==> src/rtl/grid_pkg.sv <==
`default_nettype none
// ============================================================================
// Module   : grid_pkg
// Purpose  : Shared grid geometry, widths and frame-sequencer state encoding.
// Revision : 1.0 - initial release
// ============================================================================
package grid_pkg;

    localparam int GRID_ROWS  = 30;
    localparam int GRID_COLS  = 40;
    localparam int RAM_LENGTH = GRID_ROWS * GRID_COLS;
    localparam int COORD_W    = 6;
    localparam int ADDR_W     = 11;
    localparam int MAX_SEGS   = 15;
    localparam int SEG_CNT_W  = 5;
    localparam int SEG_IDX_W  = 4;

    typedef logic [2:0] state_t;

    localparam state_t ST_IDLE  = 3'd0;
    localparam state_t ST_CLEAR = 3'd1;
    localparam state_t ST_FETCH = 3'd2;
    localparam state_t ST_PLOT  = 3'd3;
    localparam state_t ST_FOOD  = 3'd4;
    localparam state_t ST_SWAP  = 3'd5;

endpackage
`default_nettype wire

==> src/rtl/grid_addr_calc.sv <==
`default_nettype none
// ============================================================================
// Module   : grid_addr_calc
// Purpose  : Row-major cell address (y*GRID_COLS + x) and in-range flag.
// Revision : 1.0 - initial release
// ============================================================================
module grid_addr_calc
    import grid_pkg::*;
(
    input  logic [COORD_W-1:0] i_x,
    input  logic [COORD_W-1:0] i_y,
    output logic [ADDR_W-1:0]  o_addr,
    output logic               o_in_range
);

    assign o_in_range = (i_x < COORD_W'(GRID_COLS)) && (i_y < COORD_W'(GRID_ROWS));
    assign o_addr     = ADDR_W'(i_y) * ADDR_W'(GRID_COLS) + ADDR_W'(i_x);

endmodule
`default_nettype wire

==> src/rtl/grid_frame_sequencer.sv <==
`default_nettype none
// ============================================================================
// Module   : grid_frame_sequencer
// Purpose  : Per-tick clear / plot segments / plot food / swap of the
//            double-buffered LED grid RAM.
// Revision : 1.0 - initial release
// ============================================================================
module grid_frame_sequencer
    import grid_pkg::*;
(
    input  logic                 clk_74a,
    input  logic                 reset,
    input  logic                 tick,
    input  logic [SEG_CNT_W-1:0] seg_count,
    output logic                 seg_req,
    output logic [SEG_IDX_W-1:0] seg_idx,
    input  logic                 seg_ack,
    input  logic [COORD_W-1:0]   seg_x,
    input  logic [COORD_W-1:0]   seg_y,
    input  logic                 food_valid,
    input  logic [COORD_W-1:0]   food_x,
    input  logic [COORD_W-1:0]   food_y,
    output logic                 wr_en,
    output logic [ADDR_W-1:0]    wr_addr,
    output logic                 wr_data,
    output logic                 buf_sel,
    output logic                 busy,
    output logic                 frame_done,
    output logic                 overrun,
    output logic                 coord_err
);

    localparam logic [ADDR_W-1:0] c_last_addr = ADDR_W'(RAM_LENGTH - 1);

    state_t                r_state,      w_state_nxt;
    logic                  r_wr_en,      w_wr_en_nxt;
    logic                  r_wr_data,    w_wr_data_nxt;
    logic [ADDR_W-1:0]     r_wr_addr,    w_wr_addr_nxt;
    logic                  r_seg_req,    w_seg_req_nxt;
    logic [SEG_IDX_W-1:0]  r_seg_idx,    w_seg_idx_nxt;
    logic                  r_buf_sel,    w_buf_sel_nxt;
    logic                  r_busy,       w_busy_nxt;
    logic                  r_frame_done, w_frame_done_nxt;
    logic                  r_overrun,    w_overrun_nxt;
    logic                  r_coord_err,  w_coord_err_nxt;
    logic [SEG_IDX_W-1:0]  r_count,      w_count_nxt;
    logic                  r_food_valid, w_food_valid_nxt;
    logic [COORD_W-1:0]    r_food_x,     w_food_x_nxt;
    logic [COORD_W-1:0]    r_food_y,     w_food_y_nxt;
    logic                  w_enter_food;

    logic [COORD_W-1:0]    w_calc_x;
    logic [COORD_W-1:0]    w_calc_y;
    logic [ADDR_W-1:0]     w_calc_addr;
    logic                  w_calc_in_range;

    // The write address is formed on the edge that enters PLOT/FOOD, so the
    // calculator sees the live segment bus in FETCH and the latched food otherwise.
    assign w_calc_x = (r_state == ST_FETCH) ? seg_x : r_food_x;
    assign w_calc_y = (r_state == ST_FETCH) ? seg_y : r_food_y;

    grid_addr_calc u_addr_calc (
        .i_x        (w_calc_x),
        .i_y        (w_calc_y),
        .o_addr     (w_calc_addr),
        .o_in_range (w_calc_in_range)
    );

    always_comb begin
        w_state_nxt      = r_state;
        w_wr_en_nxt      = 1'b0;
        w_wr_data_nxt    = 1'b0;
        w_wr_addr_nxt    = r_wr_addr;
        w_seg_req_nxt    = 1'b0;
        w_seg_idx_nxt    = r_seg_idx;
        w_buf_sel_nxt    = r_buf_sel;
        w_frame_done_nxt = 1'b0;
        w_overrun_nxt    = r_overrun;
        w_coord_err_nxt  = r_coord_err;
        w_count_nxt      = r_count;
        w_food_valid_nxt = r_food_valid;
        w_food_x_nxt     = r_food_x;
        w_food_y_nxt     = r_food_y;
        w_enter_food     = 1'b0;

        case (r_state)
            ST_IDLE: begin
                if (tick) begin
                    w_state_nxt      = ST_CLEAR;
                    w_count_nxt      = (seg_count > SEG_CNT_W'(MAX_SEGS)) ?
                                       SEG_IDX_W'(MAX_SEGS) : seg_count[SEG_IDX_W-1:0];
                    w_food_valid_nxt = food_valid;
                    w_food_x_nxt     = food_x;
                    w_food_y_nxt     = food_y;
                    w_seg_idx_nxt    = '0;
                    w_wr_en_nxt      = 1'b1;
                    w_wr_addr_nxt    = '0;
                end
            end
            ST_CLEAR: begin
                if (r_wr_addr == c_last_addr) begin
                    if (r_count != '0) begin
                        w_state_nxt   = ST_FETCH;
                        w_seg_req_nxt = 1'b1;
                        w_seg_idx_nxt = '0;
                    end else begin
                        w_enter_food = 1'b1;
                    end
                end else begin
                    w_wr_en_nxt   = 1'b1;
                    w_wr_addr_nxt = r_wr_addr + 1'b1;
                end
            end
            ST_FETCH: begin
                if (seg_ack) begin
                    w_state_nxt = ST_PLOT;
                    if (w_calc_in_range) begin
                        w_wr_en_nxt   = 1'b1;
                        w_wr_data_nxt = 1'b1;
                        w_wr_addr_nxt = w_calc_addr;
                    end else begin
                        w_coord_err_nxt = 1'b1;
                    end
                end else begin
                    w_seg_req_nxt = 1'b1;
                end
            end
            ST_PLOT: begin
                if (({1'b0, r_seg_idx} + 5'd1) < {1'b0, r_count}) begin
                    w_state_nxt   = ST_FETCH;
                    w_seg_req_nxt = 1'b1;
                    w_seg_idx_nxt = r_seg_idx + 1'b1;
                end else begin
                    w_enter_food = 1'b1;
                end
            end
            ST_FOOD: begin
                w_state_nxt = ST_SWAP;
            end
            ST_SWAP: begin
                w_state_nxt      = ST_IDLE;
                w_buf_sel_nxt    = ~r_buf_sel;
                w_frame_done_nxt = 1'b1;
            end
            default: begin
                w_state_nxt = ST_IDLE;
            end
        endcase

        if (w_enter_food) begin
            w_state_nxt = ST_FOOD;
            if (r_food_valid) begin
                if (w_calc_in_range) begin
                    w_wr_en_nxt   = 1'b1;
                    w_wr_data_nxt = 1'b1;
                    w_wr_addr_nxt = w_calc_addr;
                end else begin
                    w_coord_err_nxt = 1'b1;
                end
            end
        end

        if (tick && (r_state != ST_IDLE)) begin
            w_overrun_nxt = 1'b1;
        end
    end

    assign w_busy_nxt = (w_state_nxt != ST_IDLE);

    always_ff @(posedge clk_74a or posedge reset) begin
        if (reset) begin
            r_state      <= ST_IDLE;
            r_wr_en      <= 1'b0;
            r_wr_data    <= 1'b0;
            r_wr_addr    <= '0;
            r_seg_req    <= 1'b0;
            r_seg_idx    <= '0;
            r_buf_sel    <= 1'b0;
            r_busy       <= 1'b0;
            r_frame_done <= 1'b0;
            r_overrun    <= 1'b0;
            r_coord_err  <= 1'b0;
            r_count      <= '0;
            r_food_valid <= 1'b0;
            r_food_x     <= '0;
            r_food_y     <= '0;
        end else begin
            r_state      <= w_state_nxt;
            r_wr_en      <= w_wr_en_nxt;
            r_wr_data    <= w_wr_data_nxt;
            r_wr_addr    <= w_wr_addr_nxt;
            r_seg_req    <= w_seg_req_nxt;
            r_seg_idx    <= w_seg_idx_nxt;
            r_buf_sel    <= w_buf_sel_nxt;
            r_busy       <= w_busy_nxt;
            r_frame_done <= w_frame_done_nxt;
            r_overrun    <= w_overrun_nxt;
            r_coord_err  <= w_coord_err_nxt;
            r_count      <= w_count_nxt;
            r_food_valid <= w_food_valid_nxt;
            r_food_x     <= w_food_x_nxt;
            r_food_y     <= w_food_y_nxt;
        end
    end

    assign seg_req    = r_seg_req;
    assign seg_idx    = r_seg_idx;
    assign wr_en      = r_wr_en;
    assign wr_addr    = r_wr_addr;
    assign wr_data    = r_wr_data;
    assign buf_sel    = r_buf_sel;
    assign busy       = r_busy;
    assign frame_done = r_frame_done;
    assign overrun    = r_overrun;
    assign coord_err  = r_coord_err;

endmodule
`default_nettype wire

==> config.mk <==
export PLATFORM = sky130hd
export DESIGN_NAME = grid_frame_sequencer
export DESIGN_NICKNAME = d
export VERILOG_FILES = /design/src/rtl/grid_pkg.sv /design/src/rtl/grid_addr_calc.sv /design/src/rtl/grid_frame_sequencer.sv
export SDC_FILE = /design/constraint.sdc
export NUM_CORES = 1
export LEC_CHECK = 0
export ABC_AREA = 1
export CAP_MARGIN = 15
export CORE_MARGIN = 5
export CORE_UTILIZATION = 53
export CTS_CLUSTER_SIZE = 14
export DETAILED_ROUTE_END_ITERATION = 10
export PLACE_DENSITY = 0.92
export SLEW_MARGIN = 0
export SYNTH_ARGS = -nofsm -noshare
export SYNTH_HDL_FRONTEND = slang
export SYNTH_SLANG_ARGS = --single-unit
==> constraint.sdc <==
create_clock -name clk_74a -period 3.5 [get_ports clk_74a]
set_clock_uncertainty 0.2 [all_clocks]
set_input_delay 0.7 -clock clk_74a [delete_from_list [all_inputs] [get_ports clk_74a]]
set_output_delay 0.7 -clock clk_74a [all_outputs]
set_load 0.01 [all_outputs]
==> impl_metrics.toml, run 1 <==
[global_routing]
grtUsageTotal = 0.2135
grt_max_degree = 44
antenna_found_initial = 0
grt_pass1_vias = 2890
grt_pass1_wl_um = 12490
grt_overflow_total = 0

[timing]
slew_violations = 0
rsz0062_at_grt = "false"
finalHoldViolCount = 0
setup_slack_ns = 0.1842
fmax_mhz = 301.6
min_period_ns = 3.316
slew_headroom = 0.6276
hold_slack_ns = 0.2687
period_share = 0.9474
finalSetupViolations = 0
worst_slew_pin_slew_ns = 0.5586
tns_ns = 0

[yosys]
syn_nets = 475
ys_types = 33
syn_inst = 422
ys_ff_latch = 43
syn_area_um2 = 2998
ys_warn_count = 0
synth.avg_cell_area_um2 = 7.104
ys_seq_area_frac = 0.3589

[detailed_routing]
viasPerCell = 5.408
dr.pass1.iters = 5
wl_per_cell_um = 13.92
first_iter_violations = 272
route.detailed.drc = 0
drt_wl_total_um = 7737
antenna_left = 0
vias = 3007

[setup_path]
crit_type = "input port to flop"
endpoint_kind = "flop"
path_cells = "clkdlybuf4s50_1, nand3b_1, nand2_1, inv_1, ha_1, ha_1, fa_1, inv_1, nor2_1, inv_1, or2_2, nor2_1, xnor2_1, nand2_1, nand2_1"
cp.arrival_ns = 3.36
cp_slowest_stage_delay_ns = 0.51
cpMaxStageDelayCell = "fa_1"
worstPathRequired_ns = 3.54
critPathMaxFanout = 3
start_kind = "input port"

[cts]
cts.sink_count = 43
cts_tree = "built"
cts_made_buffers = 5
cts_max_level = 2
cts_root_buf = "clkbuf_8"
path_clk_slew_ns = 0.09
worstSkewPairLatency_ns = 0.31
clockBufferDepth = 2

[placed_design]
dpl-instance-area_um2 = 3623
dp_hpwl_um = 5878
post-place-ws_ns = -0.1050
gp_congestion = 0.9323
port_buffers = 56
dp_cells = 545

[floorplanning]
pin_count = 57
die_h_um = 85.21
row_count = 27
die-area_um2 = 7261
die-width_um = 85.21
coreArea_um2 = 5507
start_util = 0.5444

[hold_path]
hp-class = "flop to flop"

[run_status]
outcome = "finished clean"

[layout]
area_delta_synth_final_pct = 24.92
mostFrequentLayoutCells = "139 x nand2_1, 56 x clkdlybuf4s50_1, 53 x inv_1"
drive_gt1_frac = 0.08264
final_common_cell = "nand2_1"
antenna_cells = 0
final_core_util = 0.6801
layout.cells.non_filler = 556
fin_area_um2 = 3745
layout.nets = 536

[pwr]
p_int_mw = 1.419
power_frac_clock = 0.136
p_seq_frac = 0.308
power_leakage_nw = 1.920
p_switching_mw = 1.146
vdd_drop_max_uv = 384.6
power_density_nw_per_um2 = 684.9
p_sw_frac = 0.4469
total_power_mw = 2.565
p_comb_frac = 0.555

[flow_run]
maxCapViolCount = 0
cell type report:
type | count | area [um^2]
fillers | 461 | 1762
clock buffers | 6 | 82.58
well taps | 72 | 90.09
inverters | 59 | 221.5
clock inverters | 2 | 16.27
flip-flops and latches | 43 | 1076
multi-input cells | 310 | 1638
repair buffers | 64 | 620.6
routing by layer:
layer  vias up  share of wire  global-route usage
li1       1468              -                   -
met1      1392           0.40              0.2381
met2       126           0.51              0.4011
met3        21          0.066             0.04078
met4         0          0.020             0.07338
met5         -              0                   0
cells in the mapped netlist:
cell type    n  area (um^2)
a21oi_1      7        35.03
inv_2        6        22.52
nand3_1     42        210.2
buf_2        4        20.02
xor2_1       5        43.79
o21a_2       1        8.760
nand4_1      9        56.30
a21o_1       1        7.510
o21ai_1      1        5.000
nor2_4       2        22.52
nand3_2      3        30.03
nor4_1       1        6.260
clkbuf_1     2        7.510
inv_1       53        198.9
o211ai_1     2        15.01
nand2_1    139        521.8
o21ai_0     22        110.1
clkbuf_2     1        5.000
nand2_2      7        43.79
nor3_1       6        30.03
nor2_1      25        93.84
a31oi_1      1        6.260
xnor2_1      5        43.79
ha_1        17        212.7
nand3b_1     3        22.52
o31ai_1      1        7.510
or2_2        4        25.02
nand3_4      1        17.52
buf_6        2        22.52
o21bai_1     3        22.52
fa_1         2        40.04
dfrtp_1     43         1076
buf_4        1        7.510
worst max-delay path: cells and delay by family:
kind          cells  cell delay, ns
fa+ha+maj         3            1.05
simple gates      7            0.89
xor+xnor          1            0.14
buf+inv           4            0.57
cell families after synthesis:
| kind of cell | Yosys count | synth area share |
|---|---|---|
| AO/OA/AOI/OAI | 39 | 0.07262 |
| flip-flops | 43 | 0.3589 |
| adder cells (fa/ha/maj) | 19 | 0.08431 |
| buffers and inverters | 69 | 0.09474 |
| XOR/XNOR | 10 | 0.02921 |
| AND/OR/NAND/NOR | 242 | 0.3602 |
repair_timing:
action,4_1_cts,5_1_grt
endpoints found under the setup margin,0,1
hold buffers,0,0
buffers inserted,0,3
gates resized for setup,0,0
power groups by stage:
stage	Clock [mW]	Combinational, mW	Sequential (mW)
finish	0.350	1.42	0.791
global route	0.371	1.59	0.809
CTS	0.350	1.42	0.789
detailed placement	0	1.40	0.798
global placement	0	1.32	0.786
floorplan	0	0.987	0.787
worst paths after layout:
| check | start | to | slack (ns) | cells after the start |
|---|---|---|---|---|
| max in group asynchronous | reset | wr_addr[7] | 2.07 | 3 |
| min reg2reg | buf_sel | buf_sel | 0.27 | 1 |
| min in group asynchronous | reset | r_food_x[4] | 0.63 | 3 |
| min | buf_sel | buf_sel | 0.27 | 1 |
| max | seg_y[3] | wr_addr[10] | 0.18 | 15 |
| max reg2reg | r_state[1] | wr_addr[10] | 0.21 | 16 |
sequential cells by signal, summed over array words and instances (netlist names), 3 cells and up:
name	flops
wr_addr	11
r_food_x	6
r_food_y	6
r_count	4
seg_idx	4
r_state	3
No activity file was read; power rests on OpenSTA's default activity.
==> run 2, diff against run 1 <==
--- a/config.mk
+++ b/config.mk
@@ -12,6 +12,8 @@
 export CTS_CLUSTER_SIZE = 14
 export DETAILED_ROUTE_END_ITERATION = 10
 export PLACE_DENSITY = 0.92
+export SETUP_SLACK_MARGIN = 0.4
+export SKIP_LAST_GASP = 1
 export SLEW_MARGIN = 0
 export SYNTH_ARGS = -nofsm -noshare
 export SYNTH_HDL_FRONTEND = slang
==> run 2 against run 1 <==
  * Combinational power increased by 37%
  * Utilization grew 5.4 points
  * Setup slack better by 0.14 ns
  * Critical path type is now flop to flop
  * Design area rose by 8.0%
  * Die area is the same
  * Power is 21% higher
  * Largest cell class unchanged
  * Non-clock buffer count grew 16
  * Global-route usage up 1.2 points
==> impl_metrics.toml, run 2 (same netlist as run 1, synthesis figures left out) <==
[timing]
fmax_mhz = 315.3
worst_slew_pin_slew_ns = 0.5770
min_period_ns = 3.172
hold_slack_ns = 0.2687
finalHoldViolCount = 0
slew_headroom = 0.6154
slew_violations = 0
period_share = 0.9062
finalSetupViolations = 0
rsz0062_at_grt = "true"

[flow_run]
maxCapViolCount = 0

[pwr]
vdd_drop_max_uv = 587.2
power_leakage_nw = 2.021
p_seq_frac = 0.257
p_int_mw = 1.694
power_density_nw_per_um2 = 764.7
p_switching_mw = 1.398
power_frac_clock = 0.114
p_sw_frac = 0.4522
p_comb_frac = 0.628

[layout]
mostFrequentLayoutCells = "135 x nand2_1, 53 x clkdlybuf4s50_1, 46 x inv_1"
area_delta_synth_final_pct = 34.85
largest_register_ffs = 11
antenna_cells = 0
layout.nets = 553
drive_gt1_frac = 0.1697
final_common_cell = "nand2_1"
fin_area_um2 = 4043

[setup_path]
worst-path-buf-inv = 5
worstPathRequired_ns = 3.52
critPathMaxFanout = 9
endpoint_kind = "flop"
cpMaxStageDelayCell = "dfrtp_2"
start_kind = "flop"
cp_common_cell = "nand2_1"
cp_slowest_stage_delay_ns = 0.45
cp_top_family = "simple AND/OR/NAND/NOR gates"
cp.arrival_ns = 3.19
crit_type = "flop to flop"
path_cells = "inv_6, nand3_4, buf_4, nand2_1, nand2_1, inv_1, ha_1, inv_1, fa_2, o21bai_1, nand2_1, nor3_2, xor2_1, nor2_1, nor2_1, nand3_1, nand2_1, inv_1"

[cts]
cts_root_buf = "clkbuf_8"
cts_made_buffers = 5
cts_max_level = 2
path_clk_slew_ns = 0.09
cts.sink_count = 43
cts_tree = "built"
clockBufferDepth = 2
worstSkewPairLatency_ns = 0.31

[floorplanning]
row_count = 27
coreArea_um2 = 5507
die-width_um = 85.21
die_h_um = 85.21
pin_count = 57
start_util = 0.5444
die-area_um2 = 7261

[detailed_routing]
drt_wl_total_um = 9201
dr.pass1.iters = 8
wl_per_cell_um = 16.06
viasPerCell = 5.646
route.detailed.drc = 0
antenna_left = 0
first_iter_violations = 345
vias = 3235

[global_routing]
grt_max_degree = 44
antenna_found_initial = 0
grt_pass1_wl_um = 13140
grtUsageTotal = 0.2251
grt_pass1_vias = 3000
grt_overflow_total = 0

[run_status]
outcome = "finished clean"

[placed_design]
port_buffers = 56
gp_congestion = 0.9323
dp_hpwl_um = 5878
dpl-instance-area_um2 = 3623

[hold_path]
hp-class = "flop to flop"
-- run 2: cell types whose count changed in the layout (fill, tap and decap cells not counted), moves of 4 or more --
cell / change
buf_4: +15
inv_1: -7
ha_1: -6
ha_4: +6
nand2_1: -4
-- run 2: area by class of cell --
| cell class | count | area, um^2 |
|---|---|---|
| Multi-Input combinational cell | 311 | 1779 |
| Clock buffer | 6 | 82.58 |
| Fill cell | 387 | 1464 |
| Timing Repair Buffer | 80 | 760.7 |
| Inverter | 59 | 234.0 |
| Sequential cell | 43 | 1080 |
| Clock inverter | 2 | 16.27 |
| Tap cell | 72 | 90.09 |
-- run 2: worst paths after layout --
path,startpoint,end,cells past startpoint,slack [ns]
worst min-delay path,buf_sel,buf_sel,1,0.27
worst max register to register,r_state[0],wr_addr[9],18,0.33
worst max-delay path,r_state[0],wr_addr[9],18,0.33
min in group asynchronous,reset,r_food_x[4],3,0.61
worst min register to register,buf_sel,buf_sel,1,0.27
max in group asynchronous,reset,r_state[0],3,2.03
-- run 2: timing repair --
item / CTS / global route
endpoints found under the setup margin: 3 / 11
buffers inserted: 12 / 7
hold buffers: 0 / 0
endpoints found under the hold margin: 0 / 0
gates resized for setup: 10 / 32
cloned: 0 / 1
pin swaps: 6 / 18
-- run 2: layer usage --
metal	GRT usage	up-vias	wire length (um)
met2	0.4202	196	4768
met4	0.1007	0	416
li1	-	1508	-
met5	0	-	0
met1	0.2472	1486	3228
met3	0.03689	45	788
-- run 2: stage by stage --
| stage | worst slack [ns] | cells | util | power [mW] | TNS, ns |
|---|---|---|---|---|---|
| 5_1_grt | 0.2529 | 573 | 0.7342 | 3.272 | 0 |
| 3_5_place_dp | -0.1050 | 545 | 0.6580 | 2.201 | -0.1555 |
| 6_report | 0.3282 | 573 | 0.7342 | 3.092 | 0 |
| 3_3_place_gp | 0.01621 | 545 | 0.6580 | 2.109 | 0 |
| 4_1_cts | 0.3799 | 565 | 0.6992 | 2.685 | 0 |
| 2_1_floorplan | 0.4716 | 422 | - | 1.774 | 0 |
-- run 2: power groups by stage --
stage	registers (mW)	logic [mW]	clock network, mW
2_1_floorplan	0.787	0.987	0
3_3_place_gp	0.786	1.32	0
6_report	0.796	1.94	0.354
5_1_grt	0.812	2.09	0.370
3_5_place_dp	0.798	1.40	0
4_1_cts	0.789	1.55	0.350
-- run 2: worst register-to-register path, delay by kind of cell (launching register included) --
family | cells | cell delay, ns
compound gates | 1 | 0.19
flops | 1 | 0.45
fa+ha+maj | 2 | 0.53
simple gates | 9 | 0.97
xor+xnor | 1 | 0.26
buf+inv | 5 | 0.49
